### src/rtl/univ_shift_reg_p.sv
// -----------------------------------------------------------------------------
// univ_shift_reg_p
//   Parametrised universal shift register with a burst serialiser.
//   Idle: mode selects HOLD / SHL / SHR / LOAD / ROL / ROR / ASR / CLR, with
//   multi-bit amounts taken from shamt. A start request loads par_in and
//   shifts it out one bit per enabled cycle on ser_out, flagged by busy/done.
//
//   Burst handshake: start is a request that is accepted on any rising edge
//   where en=1 and the block is idle (busy=0). It is ignored while busy=1.
//   Acceptance is visible one cycle later as busy=1. done pulses for one
//   cycle, the cycle busy falls. A new start may be presented in that same
//   done cycle.
//
// Ports
//   clk        in   1        clock, rising edge
//   rst_n      in   1        asynchronous, active-low reset
//   en         in   1        operation enable; 0 holds q and freezes a burst
//   mode       in   3        idle operation select
//   shamt      in   SHAMT_W  shift/rotate amount
//   sl_in      in   1        LSB fill for SHL
//   sr_in      in   1        MSB fill for logical SHR
//   par_in     in   WIDTH    parallel load data (LOAD and burst start)
//   start      in   1        burst request
//   burst_dir  in   1        0 = MSB first (shift left), 1 = LSB first (shift right)
//   q          out  WIDTH    register contents
//   ser_out    out  1        serial bit, q[WIDTH-1] or q[0] per latched direction
//   busy       out  1        burst in progress
//   done       out  1        one-cycle pulse after the last burst shift
// -----------------------------------------------------------------------------
module univ_shift_reg_p #(
   parameter int WIDTH   = 8,
   parameter int SHAMT_W = $clog2(WIDTH) + 1
) (
   input  logic               clk,
   input  logic               rst_n,
   input  logic               en,
   input  logic [2:0]         mode,
   input  logic [SHAMT_W-1:0] shamt,
   input  logic               sl_in,
   input  logic               sr_in,
   input  logic [WIDTH-1:0]   par_in,
   input  logic               start,
   input  logic               burst_dir,
   output logic [WIDTH-1:0]   q,
   output logic               ser_out,
   output logic               busy,
   output logic               done
);

   localparam int CNT_W = (WIDTH > 2) ? $clog2(WIDTH) : 1;
   localparam logic [SHAMT_W-1:0] SH_W   = SHAMT_W'(WIDTH);
   localparam logic [CNT_W-1:0]   CNT_LAST = CNT_W'(WIDTH - 1);

   localparam logic [2:0] M_HOLD = 3'b000;
   localparam logic [2:0] M_SHL  = 3'b001;
   localparam logic [2:0] M_SHR  = 3'b010;
   localparam logic [2:0] M_LOAD = 3'b011;
   localparam logic [2:0] M_ROL  = 3'b100;
   localparam logic [2:0] M_ROR  = 3'b101;
   localparam logic [2:0] M_ASR  = 3'b110;
   localparam logic [2:0] M_CLR  = 3'b111;

   typedef enum logic {ST_IDLE = 1'b0, ST_SHIFT = 1'b1} state_t;

   state_t             state;
   logic [CNT_W-1:0]   cnt;
   logic               dir_q;

   logic [WIDTH-1:0]   q_next;
   logic [SHAMT_W-1:0] sh_clamp;
   logic [SHAMT_W-1:0] sh_rot;
   logic [2*WIDTH-1:0] ext_shl;
   logic [2*WIDTH-1:0] ext_shr;
   logic [2*WIDTH-1:0] ext_asr;
   logic [2*WIDTH-1:0] ext_rol;
   logic [2*WIDTH-1:0] ext_ror;

   // Amounts beyond WIDTH behave exactly like WIDTH (everything is fill), so
   // clamp once and let a double-width shift pull fill bits into place.
   // Rotates reduce the amount modulo WIDTH, which also covers non-power-of-2
   // widths.
   always_comb begin
      sh_clamp = (shamt > SH_W) ? SH_W : shamt;
      sh_rot   = shamt % SH_W;
      ext_shl  = {q, {WIDTH{sl_in}}} << sh_clamp;
      ext_shr  = {{WIDTH{sr_in}}, q} >> sh_clamp;
      ext_asr  = {{WIDTH{q[WIDTH-1]}}, q} >> sh_clamp;
      ext_rol  = {q, q} << sh_rot;
      ext_ror  = {q, q} >> sh_rot;
      q_next   = q;
      case (mode)
         M_HOLD: q_next = q;
         M_SHL:  q_next = ext_shl[2*WIDTH-1 -: WIDTH];
         M_SHR:  q_next = ext_shr[WIDTH-1:0];
         M_LOAD: q_next = par_in;
         M_ROL:  q_next = ext_rol[2*WIDTH-1 -: WIDTH];
         M_ROR:  q_next = ext_ror[WIDTH-1:0];
         M_ASR:  q_next = ext_asr[WIDTH-1:0];
         M_CLR:  q_next = '0;
         default: q_next = q;
      endcase
   end

   always_ff @(posedge clk or negedge rst_n) begin
      if (!rst_n) begin
         state <= ST_IDLE;
         q     <= '0;
         cnt   <= '0;
         dir_q <= 1'b0;
         busy  <= 1'b0;
         done  <= 1'b0;
      end else begin
         // done is a pure one-cycle pulse, cleared even when en=0.
         done <= 1'b0;
         if (en) begin
            case (state)
               ST_IDLE: begin
                  if (start) begin
                     q     <= par_in;
                     dir_q <= burst_dir;
                     cnt   <= '0;
                     busy  <= 1'b1;
                     state <= ST_SHIFT;
                  end else begin
                     q <= q_next;
                  end
               end
               ST_SHIFT: begin
                  q   <= dir_q ? {1'b0, q[WIDTH-1:1]} : {q[WIDTH-2:0], 1'b0};
                  cnt <= cnt + 1'b1;
                  if (cnt == CNT_LAST) begin
                     busy  <= 1'b0;
                     done  <= 1'b1;
                     state <= ST_IDLE;
                  end
               end
               default: state <= ST_IDLE;
            endcase
         end
      end
   end

   // The serial tap stays on the last latched direction while idle.
   assign ser_out = dir_q ? q[0] : q[WIDTH-1];

endmodule

### config.mk
export PLATFORM = sky130hd
export DESIGN_NAME = univ_shift_reg_p
export DESIGN_NICKNAME = d
export VERILOG_FILES = /design/src/rtl/univ_shift_reg_p.sv
export SDC_FILE = /design/constraint.sdc
export NUM_CORES = 1
export LEC_CHECK = 0
export ABC_AREA = 1
export BUFFER_PORTS_ARGS = -buffer_cell sky130_fd_sc_hd__buf_2
export CAP_MARGIN = 25
export CORE_MARGIN = 8
export CORE_UTILIZATION = 50
export DETAILED_ROUTE_END_ITERATION = 6
export PLACE_DENSITY = 0.72
export REMOVE_ABC_BUFFERS = 1
export SLEW_MARGIN = 20
export SYNTH_ARGS = -nofsm -noshare
export SYNTH_HDL_FRONTEND = slang
export SYNTH_SLANG_ARGS = --single-unit
### constraint.sdc
create_clock -name clk -period 4 [get_ports clk]
set_input_delay 0.2 -clock clk [delete_from_list [all_inputs] [get_ports clk]]
set_output_delay 0.2 -clock clk [all_outputs]
set_load 0.05 [all_outputs]
# == Word level (Yosys, flattened, before mapping) ==
# Index checks and enable logic that the tools add are counted.
# classes
n_shift,5
magnitude_cmp,1
n_mux,17
n_eq_ne,11
n_addsub,1
div,0
n_mul,0
n_reduce_logical,5
bitwise_logic,1
# ops
cell,n
$pmux W8 S7,1
$shr A16 B4 Y8,2
$mux W8,2
$pmux W8 S2,1
$shl A16 B3 Y16,1
$shl A16 B4 Y16,1
$shr A16 B3 Y8,1
$eq A3 B3 Y1 const B,5
$mux W1,8
$eq A3 B2 Y1 const B,2
$pmux W3 S2,1
$reduce_and A3 Y1,2
$gt A4 B4 Y1 const B,1
$mux W4,1
$pmux W1 S2,2
$reduce_and A2 Y1,2
$add A3 B1 Y3 const B,1
$eq A3 B1 Y1 const B,1
$logic_not A3 Y1,1
$mux W3,1
$ne A3 B3 Y1 const B,1
$ne A2 B1 Y1 const B,1
$ne A2 B2 Y1 const B,1
$not A1 Y1,1
# totals
latchBits,0
wordCells,47
regBits,15
ramBits,0
rom_bits,0
mem_count,0

# == Longest topological paths before layout ==
# depth
depth_word,6
depth_mapped,13
mapped_depth_nobuf,11

# == Worst setup path after synthesis ==
# Ideal clock, no wire load.
# synth_timing
path_kind,reg-to-output
startpoint,reg q[7]
endpoint,out ser_out
required_time_ps,3800
n_path_buf,0
stages_incl_launch_ff,3
arrival_time_ps,1981
slack_ps,1819
cell_sequence,dfrtp_1 > inv_1 > o21ai_0
# synth_between
elab_chain_len,1
# synth_rtl
element,line_no,rtl
start: declaration,44,"output logic [WIDTH-1:0] q,"
start signal: assignment,119,q <= par_in;
start signal: assignment,125,q <= q_next;
start signal: assignment,129,"q <= dir_q ? {1'b0, q[WIDTH-1:1]} : {q[WIDTH-2:0], 1'b0};"
$mux W1,144,assign ser_out = dir_q ? q[0] : q[WIDTH-1];
end: declaration,45,"output logic ser_out,"
# Every way passes these cells.

# == Worst setup path after layout ==
# layout_timing
startpoint,reg q[5]
endpoint,reg q[4]
# layout_between
elab_chain_len,4
# layout_rtl
element,line_no,rtl
"$shr A16 B4 Y8, or another cell as far along",87,"ext_asr = {{WIDTH{q[WIDTH-1]}}, q} >> sh_clamp;"
$pmux W8 S7,91,case (mode)
$mux W8,118,if (start) begin
$pmux W8 S2 (*),116,case (state)
# Every way passes the cells marked *; elsewhere a longest branch is shown, timed or not.
# A chain may end at the register's enable or synchronous reset.

==> impl_metrics.json <==
{
  "viasPerCell": 6.11,
  "largest_net_degree_at_the_start_of_global_routing": 22,
  "max_stage_delay_ns": 0.55,
  "cts_buffers": 3,
  "estimated_wirelength_of_the_detail_placed_design_mm": 5.78,
  "detailroute.wirelength.met3_microns": 790,
  "core_area_sq_um": 4260,
  "power_switching_share_pct": 59.8,
  "clock_sinks": 15,
  "vdd_ir_drop_max_uv": 425,
  "critical_path.reg2reg.startpoint": "q[5]$_DFFE_PN0P_",
  "finalWeightedCongestion": 1.01,
  "worstPathArrival_ns": 1.96,
  "pre_cts_slack_ns": 2.01,
  "synthesis.instances": 384,
  "clock_power_share_pct": 9.5,
  "seq_power_share_pct": 25.1,
  "power_internal_w": 0.000546,
  "rows": 24,
  "postRouteAntennaNets": 0,
  "grt_antenna_before_repair": 0,
  "drt_drc_violations_left": 0,
  "synth_top_flop_cell": "dfrtp_1",
  "rsz0062_at_grt": "false",
  "timing.clock.skew_ns": 0.00409,
  "worst-endpoint-required_ns": 4.18,
  "first_iter_violations": 338,
  "cts_tree": "done",
  "crit_start": "q[5]$_DFFE_PN0P_",
  "num_io_pins": 33,
  "fin_ws_ns": 2.23,
  "async_reset_ff_share_pct": 100,
  "worstMarginPinSlew_ns": 0.922,
  "setup_viol_count_final": 0,
  "setup_total_negative_slack_ns": 0,
  "worstHoldStart": "burst_dir",
  "final_nets": 432,
  "numPortBuffers": 32,
  "worstPathCellList": "inv_1, o21ai_0, nand2_1, nand3_1, nand2_1, nand4_1, nand3_1, a21oi_1",
  "achievable-frequency_mhz": 564,
  "cellPowerDensity_nw_per_um2": 574,
  "worst_skew_pair.late_latency_ns": 0.25,
  "wl_met1_mm": 3.01,
  "track_usage_pct": 22.5,
  "synth.distinct_cells": 36,
  "synth.largest_area_cell": "nand2_1",
  "cp_slowest_cell": "dfrtp_1",
  "criticalPathCategory": "flip-flop to flip-flop",
  "die_x_microns": 81.9,
  "clkSlewWorstSetupHoldPaths_ns": 0.07,
  "holdCritPathClass": "input port to flip-flop",
  "worst_setup_path_end_kind": "flip-flop",
  "wl_per_cell_microns": 16.0,
  "cts-root-buf": "clkbuf_8",
  "area_growth_syn_to_layout_pct": 9.29,
  "yosys.cell_count.top_type": "nand2_1",
  "synth_top_area_share_pct": 20.3,
  "comb_power_share_pct": 65.4,
  "slew_headroom_pct": 38.3,
  "die-height_microns": 81.9,
  "yosysWarningCount": 0,
  "first_pass_grt_wire_length_mm": 11.9,
  "start_util_pct": 50.9,
  "postSynthRegisterBits": 15,
  "synth_common_cells": "nand2_1, nand3_1, inv_1, nor2_1, o21ai_0",
  "worst-path-buf-inv": 1,
  "synth.cell_area_sq_um": 2170,
  "post_synth.cell_area_avg_sq_um": 5.65,
  "outcome": "finished, final reports clean",
  "place_inst": 454,
  "setup.worst_path.start_class": "flip-flop",
  "insertedDiodeCount": 0,
  "crit_path_max_fanout": 7,
  "first_global_vias": 2506,
  "kind_of_cell_adding_the_most_delay_to_the_critical_path": "flip-flops",
  "grt_overflow": 0,
  "postCtsSetupBuffers": 0,
  "leakage_nw": 1.15,
  "dr_wl_met2_mm": 3.29,
  "dr_top_layer": "met4",
  "post_route_cells_drive_above_1_share_pct": 14.5,
  "finalHoldViolations": 0,
  "vias": 2805,
  "synth.yosys.seq_area_share_pct": 17.3,
  "net-switching-power_w": 0.000814,
  "design.die.area_sq_um": 6700,
  "ys_top_cells_by_area": "nand2_1, nand3_1, dfrtp_1",
  "holdWs_ns": 0.183,
  "period_needed_ns": 1.77,
  "drt_pass1_iterations": 5,
  "slew_viol_final": 0,
  "synth_enable_flop_cells": 0,
  "max_capacitance_violation_count": 0,
  "post-layout-total-power_w": 0.00136,
  "htree_levels": 1,
  "instances_no_fill": 459,
  "routed_wl_mm": 7.36,
  "timing.final.crit_share_pct": 44.3,
  "cts_max_path_buffers": 2
}
## cells in the final DEF (no fill, tap or decap), drive strengths merged
cell type,n
o31ai,1
a21boi,1
nor2,30
dfrtp,15
o221ai,1
clkbuf,4
dlygate4sd3,1
inv,34
buf,32
o21ai,29
nand2,119
a21oi,29
nor3,4
and2,1
or2,1
clkinv,1
o22ai,4
a2111oi,1
ha,2
a211oi,6
nand3,82
mux2,1
o211ai,4
nand4,4
## path summary, 6_finish.rpt
check	slack (ns)	endpoint	depth (start not counted)
max in group asynchronous	3.35	q[6]$_DFFE_PN0P_	2
hold / removal	0.18	dir_q$_DFFE_PN0P_	2
hold reg to reg	0.48	cnt[1]$_DFFE_PN0P_	2
setup / recovery	2.23	q[4]$_DFFE_PN0P_	8
setup reg to reg	2.23	q[4]$_DFFE_PN0P_	8
min in group asynchronous	0.39	q[1]$_DFFE_PN0P_	2
## routing by layer
| layer | GRT usage [%] | vias up |
|---|---|---|
| li1 | - | 1352 |
| met1 | 30.0 | 1242 |
| met2 | 35.9 | 186 |
| met3 | 3.61 | 25 |
| met4 | 7.89 | 0 |
| met5 | 0 | - |
## kinds of logic (layout without fill, tap and decap cells)
| group | Yosys count | after routing | synth area share (%) |
|---|---|---|---|
| buffers and inverters | 49 | 72 | 9.81 |
| adder cells (fa/ha/maj) | 2 | 2 | 1.15 |
| AO/OA/AOI/OAI | 76 | 76 | 20.8 |
| AND/OR/NAND/NOR | 241 | 241 | 50.4 |
| multiplexers | 1 | 1 | 0.519 |
| flip-flops | 15 | 15 | 17.3 |
## state kept, by name, indices dropped and copies added, names as in the netlist
| register | cells |
|---|---|
| done | 1 |
| dir_q | 1 |
| q | 8 |
| state | 1 |
| busy | 1 |
| cnt | 3 |
## layout make-up
class                   instances  area (sq um)
clock buffers                   4          45.0
fillers                       454          1890
inverters                      35           134
multi-input cells             320          1580
flip-flops and latches         15           375
well taps                      52          65.1
repair buffers                 33           170
## power by group through the flow
stage | registers (W) | clock network [W] | logic (W)
2_1_floorplan | 0.000447 | 0 | 0.000513
3_3_place_gp | 0.000340 | 0 | 0.000873
3_5_place_dp | 0.000336 | 0 | 0.000872
4_1_cts | 0.000335 | 0.000131 | 0.000877
5_1_grt | 0.000346 | 0.000138 | 0.000978
6_report | 0.000342 | 0.000129 | 0.000889
## what timing repair did
action | CTS | global route
resized for setup | 0 | 0
hold buffers | 1 | 0
endpoints found under the hold margin | 15 | 0
## metrics by stage
| step | instance area (sq um) | util, % |
|---|---|---|
| after floorplan | 2090 | - |
| after global routing | 2370 | 55.6 |
| after detailed placement | 2310 | 54.3 |
| final | 2370 | 55.6 |
| after global placement | 2310 | 54.3 |
| after CTS | 2370 | 55.6 |
(Power assumes the default switching activity.)
